==> src/rtl/ad2_channel_sequencer_pkg.sv <==
// Shared constants for the PmodAD2 (AD7991) channel sequencer: channel count,
// FSM encodings and result-word field positions.
package ad2_channel_sequencer_pkg;

  localparam int ADC_CH_COUNT = 4;
  localparam int ADC_ID_W     = 2;
  localparam int ADC_VAL_W    = 12;

  // Result word layout: [13:12] channel ID, [11:0] conversion value.
  localparam int ADC_ID_LSB   = 12;
  localparam int ADC_ID_MSB   = 13;
  localparam int ADC_VAL_LSB  = 0;
  localparam int ADC_VAL_MSB  = 11;

  localparam logic [1:0] ST_IDLE    = 2'd0;
  localparam logic [1:0] ST_SELECT  = 2'd1;
  localparam logic [1:0] ST_CONV    = 2'd2;
  localparam logic [1:0] ST_CAPTURE = 2'd3;

  typedef logic [ADC_ID_W-1:0]     ch_idx_t;
  typedef logic [ADC_VAL_W-1:0]    adc_val_t;
  typedef logic [ADC_CH_COUNT-1:0] ch_mask_t;

  function automatic ch_mask_t ch_onehot(input ch_idx_t idx);
    ch_onehot = ch_mask_t'(1) << idx;
  endfunction

endpackage

==> src/rtl/ad2_next_channel.sv <==
// Priority search for the next enabled channel: lowest set bit strictly above
// idx_i, or the lowest set bit overall when from_start_i is high.
module ad2_next_channel
  import ad2_channel_sequencer_pkg::*;
(
  input  ch_mask_t mask_i,
  input  ch_idx_t  idx_i,
  input  logic     from_start_i,
  output ch_idx_t  next_idx_o,
  output logic     found_o
);

  // Descending scan so the lowest qualifying bit is the last one to win.
  always_comb begin
    next_idx_o = '0;
    found_o    = 1'b0;
    for (int i = ADC_CH_COUNT - 1; i >= 0; i--) begin
      if (mask_i[i] && (from_start_i || (i > int'(idx_i)))) begin
        next_idx_o = ch_idx_t'(i);
        found_o    = 1'b1;
      end
    end
  end

endmodule

==> src/rtl/ad2_channel_sequencer.sv <==
// Round-robin conversion scheduler for the 4-channel PmodAD2: restarts the I2C
// master per channel, waits a conversion window, captures and ID-checks results.
module ad2_channel_sequencer
  import ad2_channel_sequencer_pkg::*;
#(
  parameter int RST_CYCLES  = 8,
  parameter int CONV_CYCLES = 200000,
  parameter int FRAME_GAP   = 1000000
) (
  input  logic        clk_i,
  input  logic        rst_ni,
  input  logic [3:0]  ch_mask_i,
  input  logic [15:0] raw_data_i,
  output logic [3:0]  cfg_addr_o,
  output logic        ctrl_rst_o,
  output logic [11:0] ch0_o,
  output logic [11:0] ch1_o,
  output logic [11:0] ch2_o,
  output logic [11:0] ch3_o,
  output logic [3:0]  ch_valid_o,
  output logic        frame_done_o,
  output logic [7:0]  err_cnt_o
);

  localparam int CNT_MAX_A = (CONV_CYCLES > FRAME_GAP) ? CONV_CYCLES : FRAME_GAP;
  localparam int CNT_MAX   = (CNT_MAX_A > RST_CYCLES) ? CNT_MAX_A : RST_CYCLES;
  localparam int CNT_W     = (CNT_MAX < 1) ? 1 : $clog2(CNT_MAX + 1);

  // FRAME_GAP of 0 collapses IDLE to the single cycle that carries frame_done.
  localparam logic [CNT_W-1:0] RST_LAST  = CNT_W'((RST_CYCLES  > 0) ? RST_CYCLES  - 1 : 0);
  localparam logic [CNT_W-1:0] CONV_LAST = CNT_W'((CONV_CYCLES > 0) ? CONV_CYCLES - 1 : 0);
  localparam logic [CNT_W-1:0] GAP_LAST  = CNT_W'((FRAME_GAP   > 0) ? FRAME_GAP   - 1 : 0);

  logic [1:0]       state_q, state_d;
  logic [CNT_W-1:0] cnt_q, cnt_d;
  ch_idx_t          ch_idx_q, ch_idx_d;
  ch_mask_t         mask_q, mask_d;
  ch_mask_t         cfg_addr_q, cfg_addr_d;
  logic             ctrl_rst_q, ctrl_rst_d;
  adc_val_t         ch_q [ADC_CH_COUNT];
  adc_val_t         ch_d [ADC_CH_COUNT];
  ch_mask_t         ch_valid_q, ch_valid_d;
  logic             frame_done_q, frame_done_d;
  logic [7:0]       err_cnt_q, err_cnt_d;

  ch_mask_t search_mask;
  logic     search_from_start;
  ch_idx_t  next_idx;
  logic     next_found;
  logic     id_match;
  logic     unused_raw_bits;

  assign unused_raw_bits = ^raw_data_i[15:14];

  // In IDLE the search runs on the live mask, since mask_q loads on the same edge.
  assign search_from_start = (state_q == ST_IDLE);
  assign search_mask       = search_from_start ? ch_mask_i : mask_q;
  assign id_match          = (raw_data_i[ADC_ID_MSB:ADC_ID_LSB] == ch_idx_q);

  ad2_next_channel u_next_channel (
    .mask_i       (search_mask),
    .idx_i        (ch_idx_q),
    .from_start_i (search_from_start),
    .next_idx_o   (next_idx),
    .found_o      (next_found)
  );

  always_comb begin
    state_d      = state_q;
    cnt_d        = cnt_q;
    ch_idx_d     = ch_idx_q;
    mask_d       = mask_q;
    cfg_addr_d   = cfg_addr_q;
    ch_d         = ch_q;
    ch_valid_d   = ch_valid_q;
    frame_done_d = 1'b0;
    err_cnt_d    = err_cnt_q;

    case (state_q)
      ST_IDLE: begin
        if (cnt_q == GAP_LAST) begin
          cnt_d  = '0;
          mask_d = ch_mask_i;
          if (next_found) begin
            ch_idx_d   = next_idx;
            cfg_addr_d = ch_onehot(next_idx);
            state_d    = ST_SELECT;
          end
        end else begin
          cnt_d = cnt_q + 1'b1;
        end
      end
      ST_SELECT: begin
        if (cnt_q == RST_LAST) begin
          cnt_d   = '0;
          state_d = ST_CONV;
        end else begin
          cnt_d = cnt_q + 1'b1;
        end
      end
      ST_CONV: begin
        if (cnt_q == CONV_LAST) begin
          cnt_d   = '0;
          state_d = ST_CAPTURE;
        end else begin
          cnt_d = cnt_q + 1'b1;
        end
      end
      default: begin
        if (id_match) begin
          ch_d[ch_idx_q]       = raw_data_i[ADC_VAL_MSB:ADC_VAL_LSB];
          ch_valid_d[ch_idx_q] = 1'b1;
        end else if (err_cnt_q != 8'hFF) begin
          err_cnt_d = err_cnt_q + 8'd1;
        end
        cnt_d = '0;
        if (next_found) begin
          ch_idx_d   = next_idx;
          cfg_addr_d = ch_onehot(next_idx);
          state_d    = ST_SELECT;
        end else begin
          frame_done_d = 1'b1;
          state_d      = ST_IDLE;
        end
      end
    endcase

    ctrl_rst_d = (state_d == ST_IDLE) || (state_d == ST_SELECT);
  end

  always_ff @(posedge clk_i or negedge rst_ni) begin
    if (!rst_ni) begin
      state_q      <= ST_IDLE;
      cnt_q        <= '0;
      ch_idx_q     <= '0;
      mask_q       <= '0;
      cfg_addr_q   <= 4'b0001;
      ctrl_rst_q   <= 1'b1;
      ch_valid_q   <= '0;
      frame_done_q <= 1'b0;
      err_cnt_q    <= '0;
      for (int i = 0; i < ADC_CH_COUNT; i++) begin
        ch_q[i] <= '0;
      end
    end else begin
      state_q      <= state_d;
      cnt_q        <= cnt_d;
      ch_idx_q     <= ch_idx_d;
      mask_q       <= mask_d;
      cfg_addr_q   <= cfg_addr_d;
      ctrl_rst_q   <= ctrl_rst_d;
      ch_valid_q   <= ch_valid_d;
      frame_done_q <= frame_done_d;
      err_cnt_q    <= err_cnt_d;
      for (int i = 0; i < ADC_CH_COUNT; i++) begin
        ch_q[i] <= ch_d[i];
      end
    end
  end

  assign cfg_addr_o   = cfg_addr_q;
  assign ctrl_rst_o   = ctrl_rst_q;
  assign ch0_o        = ch_q[0];
  assign ch1_o        = ch_q[1];
  assign ch2_o        = ch_q[2];
  assign ch3_o        = ch_q[3];
  assign ch_valid_o   = ch_valid_q;
  assign frame_done_o = frame_done_q;
  assign err_cnt_o    = err_cnt_q;

endmodule

==> config.mk <==
export PLATFORM = sky130hd
export DESIGN_NAME = ad2_channel_sequencer
export DESIGN_NICKNAME = d
export VERILOG_FILES = /design/src/rtl/ad2_channel_sequencer_pkg.sv /design/src/rtl/ad2_next_channel.sv /design/src/rtl/ad2_channel_sequencer.sv
export SDC_FILE = /design/constraint.sdc
export NUM_CORES = 1
export LEC_CHECK = 0
export CAP_MARGIN = 20
export CORE_MARGIN = 2
export CORE_UTILIZATION = 50
export DETAILED_ROUTE_END_ITERATION = 7
export DONT_BUFFER_PORTS = 1
export PLACE_DENSITY_LB_ADDON = 0.15
export SYNTH_ARGS = -nofsm -noshare
export SYNTH_HDL_FRONTEND = slang
export SYNTH_SLANG_ARGS = --single-unit
export TNS_END_PERCENT = 50
==> constraint.sdc <==
create_clock -name clk_i -period 2.6 [get_ports clk_i]
set_input_delay 0.52 -clock clk_i [delete_from_list [all_inputs] [get_ports clk_i]]
set_output_delay 0.52 -clock clk_i [all_outputs]
set_load 0.01 [all_outputs]
## Word-level counts from Yosys, hierarchy flattened

Cells that the tools add are included.

- Logic and storage cells: 87
- Input bits: 22
- Register bits after elaboration: 94
- Output and inout port bits: 66

- $add $sub $neg: 2
- Reductions and logical operators: 18
- Bitwise logic cells: 5
- Order comparisons: 7
- Eq/ne operators: 9
- Shift-type cells: 1
- Mux-type cells: 32

Operators with widths:

| operator | number |
|---|---|
| two-way mux 20 bit | 3 |
| case mux 20 bit (3 select lines) | 1 |
| bitwise mux 48 bit | 1 |
| demux 12 bit (select 2 bit) | 1 |
| adder 20 x 1 -> 20 bit (second input constant) | 1 |
| == test 20 x 18 -> 1 bit (second input constant) | 1 |
| == test 20 bit (second input constant) | 1 |
| == test 20 x 3 -> 1 bit (second input constant) | 1 |
| two-way mux 2 bit | 10 |
| two-way mux 12 bit | 1 |
| two-way mux 4 bit | 3 |
| adder 8 x 1 -> 8 bit (second input constant) | 1 |
| two-way mux 1 bit | 8 |
| inequality test 8 bit (second input constant) | 1 |
| case mux 4 bit (2 select lines) | 1 |
| logical AND 1 bit | 6 |
| case mux 2 bit (3 select lines) | 1 |
| AND reduction 2 bit | 3 |
| == test 2 x 1 -> 1 bit (second input constant) | 2 |
| > comparator 2 bit (first input constant) | 2 |
| zero test 2 bit | 2 |
| logical OR 1 bit | 4 |
| bitwise OR 4 bit | 1 |
| case mux 2 bit (2 select lines) | 1 |
| other kinds (15) | 17 |

## Logic depth before layout (Yosys ltp)

- Depth in word-level cells: 12
- Gate-level depth with buffers: 8
- Mapped depth without buffers: 7

## Modules after synthesis

Synthesis repeated with hierarchy kept, for this count alone.

- Cells, all modules: 340
- Area, all modules: 4,215.3 um^2

Modules (own cells, without submodules):

| module | sequential area each (um^2) | times used | area an instance (um^2) | cells an instance |
|---|---|---|---|---|
| ad2_channel_sequencer | 2,354.8 | 1 | 4,121.5 | 324 |
| ad2_next_channel | 0.0 | 1 | 93.8 | 16 |

## Worst setup path before layout

No wires, ideal clock.

- Path type: reg2reg
- From: register state_q[1]
- To: register ctrl_rst_q (netlist: ctrl_rst_o)
- Arrival time: 2.076 ns
- Setup time: 0.078 ns
- Required time: 2.522 ns
- Clock period less this slack: 2.154 ns
- Cell stages (with the launch flop): 9
- Buffers on the path: 1
- Slack: 0.446 ns
- Cells stage by stage: dfrtp_1 > inv_1 > ha_1 > buf_2 > mux2_2 > o2bb2ai_1 > nor3_1 > o311ai_2 > a31o_2

- Longest elaborated chain between the ends: 12
- Elaborated cells on any way between the ends: 24
- Classes of those cells: eq/ne: 3; mux: 11; reduce/logical: 10

RTL lines:

| what | RTL line | RTL |
|---|---|---|
| start: declaration | ad2_channel_sequencer.sv:34 | `logic [1:0] state_q, state_d;` |
| start signal: assignment | ad2_channel_sequencer.sv:146 | `state_q <= state_d;` |
| zero test 2 bit | ad2_channel_sequencer.sv:56, ad2_channel_sequencer.sv:79 |  |
| two-way mux 4 bit or logical OR 1 bit (tied branches) | ad2_channel_sequencer.sv:57, ad2_next_channel.sv:18 |  |
| logical AND 1 bit | ad2_next_channel.sv:18 | `if (mask_i[i] && (from_start_i \|\| (i > int'(idx_i)))) begin` |
| two-way mux 1 bit (4 in a row) | ad2_next_channel.sv:18 |  |
| two-way mux 2 bit | ad2_channel_sequencer.sv:84 | `if (next_found) begin` |
| two-way mux 2 bit | ad2_channel_sequencer.sv:81 | `if (cnt_q == GAP_LAST) begin` |
| case mux 2 bit (3 select lines) * | ad2_channel_sequencer.sv:79 | `case (state_q)` |
| == test 2 x 1 -> 1 bit or zero test 2 bit (tied branches) | ad2_channel_sequencer.sv:128 | `ctrl_rst_d = (state_d == ST_IDLE) \|\| (state_d == ST_SELECT);` |
| logical OR 1 bit * | ad2_channel_sequencer.sv:128 |  |
| net ctrl_rst_d | ad2_channel_sequencer.sv:39 | `logic ctrl_rst_q, ctrl_rst_d;` |
| end signal: assignment | ad2_channel_sequencer.sv:151 | `ctrl_rst_q <= ctrl_rst_d;` |
| end: declaration | ad2_channel_sequencer.sv:39 |  |

The timed path passes the listed nets; every way through them passes the cells marked *.
A chain may end at the register's enable or synchronous reset.

## Final worst setup path

- From: register cnt_q[7]
- To: register cfg_addr_q[1] (netlist: cfg_addr_o[1])

- Longest elaborated chain between the ends: 3

RTL lines:

| what | RTL line | RTL |
|---|---|---|
| start: declaration | ad2_channel_sequencer.sv:35 | `logic [CNT_W-1:0] cnt_q, cnt_d;` |
| start signal: assignment | ad2_channel_sequencer.sv:147 | `cnt_q <= cnt_d;` |
| == test 20 bit | ad2_channel_sequencer.sv:81 |  |
| inequality test 2 x 1 -> 1 bit (no line) | - |  |
| AND reduction 2 bit (no line) | - |  |
| end signal: assignment | ad2_channel_sequencer.sv:150 | `cfg_addr_q <= cfg_addr_d;` |
| end: declaration | ad2_channel_sequencer.sv:38 | `ch_mask_t cfg_addr_q, cfg_addr_d;` |

Every way passes these cells.

==> out/qor.yml <==
power:
  clkPwrFrac: 0.311
  p_per_area_nw_per_um2: 688
  p_sw_uw: 913
  power.total_mw: 3.07
  combPwrFrac: 0.133
  p_int_mw: 2.15
  seqPwrFrac: 0.556
  vdd.ir_drop.worst_mv: 0.297
  p_sw_frac: 0.298
  p_leak_nw: 2.15
cts:
  path_clk_slew_ps: 110
  clockBufferDepth: 2
  clock_sink_count: 94
  htreeDepth: 3
  cts_resized: 0
  clkLatencyLatePin_ps: 370
  root_buffer: "clkbuf_8"
  cts_tree: "yes"
  cts_buffers: 9
logic_synthesis:
  synth-seq-cells: 94
  synth.distinct_cells: 47
  synth_edf_count: 0
  async_flop_share: 1.00
  syn_area_um2: 4130
  yosys_warnings: 0
  ys_seq_area_frac: 0.570
  ys.flop_type: "dfrtp_1"
  syn-num-nets: 365
  syn_area_per_cell_um2: 12.3
  synth_area_leaders: "dfrtp_1 (56%), mux2_2 (14%), xor2_1 (4.0%)"
  yosysTopAreaCell: "dfrtp_1"
  synth_top_area_frac: 0.557
  syn_inst: 335
worst_hold_path:
  hold_path_class: "in2async"
worst_setup_path:
  cp_slowest_cell: "or4_4"
  cp.required_ps: 2850
  critPathArrivalTime_ps: 2650
  slowest_delay_ps: 570
  regToRegSetupSlack_ps: 200
  worstPathMaxFanout: 8
  critPathKind: "reg2reg"
  start_kind: "register"
  cp_num_buf_inv: 0
  crit_family: "simple AND/OR/NAND/NOR gates"
  crit_chain: "or4_4 -> or4_4 -> o22ai_2 -> o21ai_1 -> a32o_1"
  crit_top_cell: "or4_4"
  crit_path_end_kind: "register"
place:
  port_buffers: 0
  place_hpwl_um: 5120
  place_congestion: 0.799
  placed_cell_area_um2: 4260
drt:
  wirelength_um: 7380
  drcViolationCount: 0
  wl_per_cell_um: 16.3
  dr.first_iter.drc_count: 59
  viasPerCell: 5.49
  antenna_left: 0
  vias: 2480
  dr.pass1.iters: 4
global_routing:
  grtUsageTotal: 0.169
  grt_max_degree: 95
  grt_pass1_wl_um: 11800
  grt_overflow: 0
  grt_pass1_vias: 2476
  antenna_found_initial: 0
floorplan:
  die_w_um: 94.9
  row_count: 33
  io_pins: 88
  die_y_um: 94.9
  core_area_um2: 8090
  start_util: 0.511
  die_area_um2: 9010
flow_run:
  maxCapViolations: 0
timing:
  fin_skew_ps: 13.8
  fin_hold_ws_ps: -162
  drv_slew: 0
  min_period_ps: 2400
  fmax_ghz: 0.417
  tns_ps: 0
  fin_crit_sh: 0.923
  finalSetupViolCount: 0
  worstMarginPinSlew_ps: 658
  relSlewSlack: 0.562
  rsz0062_at_grt: "false"
  finalHoldViolations: 92
final_layout:
  antenna_cells: 0
  final_common_cell: "dfrtp_1"
  finish.instance_area_um2: 4460
  nNetsFinal: 372
  areaGrowthSynthToFinish_pct: 7.87
  drive_gt1_frac: 0.256
  final_cell_mix: "dfrtp_1 (92), mux2_2 (52), nor2_1 (32)"
  fillers: 705
run_status:
  status: "finished, violations left"
  failed_checks: "negative hold slack"
## what timing repair did
item	CTS	global route
hold endpoints to repair	94	94
setup endpoints to repair	0	0
setup buffers	0	0
## sequential cells by signal, indices dropped and copies added, names as in the netlist
signal,cells
ctrl_rst_o,1
err_cnt_o,8
mask_q,4
cnt_q,20
ch0_o,12
ch2_o,12
ch_valid_o,4
ch1_o,12
state_q,2
ch3_o,12
frame_done_o,1
ch_idx_q,2
cfg_addr_o,4
## power groups by stage
stage,logic [mW],clock network [mW],registers (mW)
3_3_place_gp,0.399,0,1.73
3_5_place_dp,0.410,0,1.73
5_1_grt,0.462,1.05,1.72
2_1_floorplan,0.337,0,1.70
4_1_cts,0.410,0.984,1.71
6_report,0.408,0.955,1.70
## per-stage QoR
| stage | utilization | cells | hold slack (ps) | setup WS, ps |
|---|---|---|---|---|
| 2_1_floorplan | - | 335 | 224 | 446 |
| 3_3_place_gp | 0.526 | 436 | 226 | 230 |
| 3_5_place_dp | 0.526 | 436 | 226 | 217 |
| 4_1_cts | 0.551 | 452 | -179 | 200 |
| 5_1_grt | 0.551 | 452 | -200 | 65.7 |
| 6_report | 0.551 | 452 | -162 | 200 |
## layout make-up
class / instances / area, um^2 / area share
sequential: 94 / 2350 / 0.528
multi-input combinational: 222 / 1690 / 0.379
tap: 105 / 131 / 0.0295
clock buffer: 9 / 124 / 0.0278
clock inverter: 7 / 75.1 / 0.0168
timing repair buffer: 7 / 52.6 / 0.0118
inverter: 8 / 30.0 / 0.00674
## worst paths after layout
check	start	endpoint	cells past startpoint
min in group clk_i	raw_data_i[4]	ch0_o[4]	1
max in group asynchronous	rst_ni	cfg_addr_o[0]	0
worst max register to register	cnt_q[7]	cfg_addr_o[1]	5
worst min register to register	cnt_q[0]	cnt_q[0]	1
worst min-delay path	rst_ni	err_cnt_o[0]	0
worst max-delay path	cnt_q[7]	cfg_addr_o[1]	5
## routing by layer
metal  vias to the layer above  GRT usage  routed length (um)
met5                         -          0                   0
met4                         0     0.0507                  40
met3                         2     0.0575                 444
met2                        55      0.267                3430
met1                      1238      0.223                3470
li1                       1185          -                   -
## cell usage after synthesis (all sizes together) (4+ instances only)
cell     n
and3     4
inv      8
a21oi    5
nor2    32
xor2    19
nand4    7
mux2    54
dfrtp   92
or3      6
xnor2    8
ha       8
nor3     5
clkbuf   5
buf      6
o21ai    7
or2      4
nand3   12
nand2   19
## kinds of logic (layout without fill, tap and decap cells)
family | Yosys count | count (layout) | synth area share
adders and majority gates | 8 | 8 | 0.0242
xor gates and xnor gates | 27 | 27 | 0.0572
AOI/OAI and AO/OA | 28 | 28 | 0.0500
and+or+nand+nor | 102 | 102 | 0.123
muxes | 57 | 57 | 0.154
DFF | 94 | 94 | 0.570
buffers and inverters | 19 | 31 | 0.0212
No activity file was read; power rests on OpenSTA's default activity.
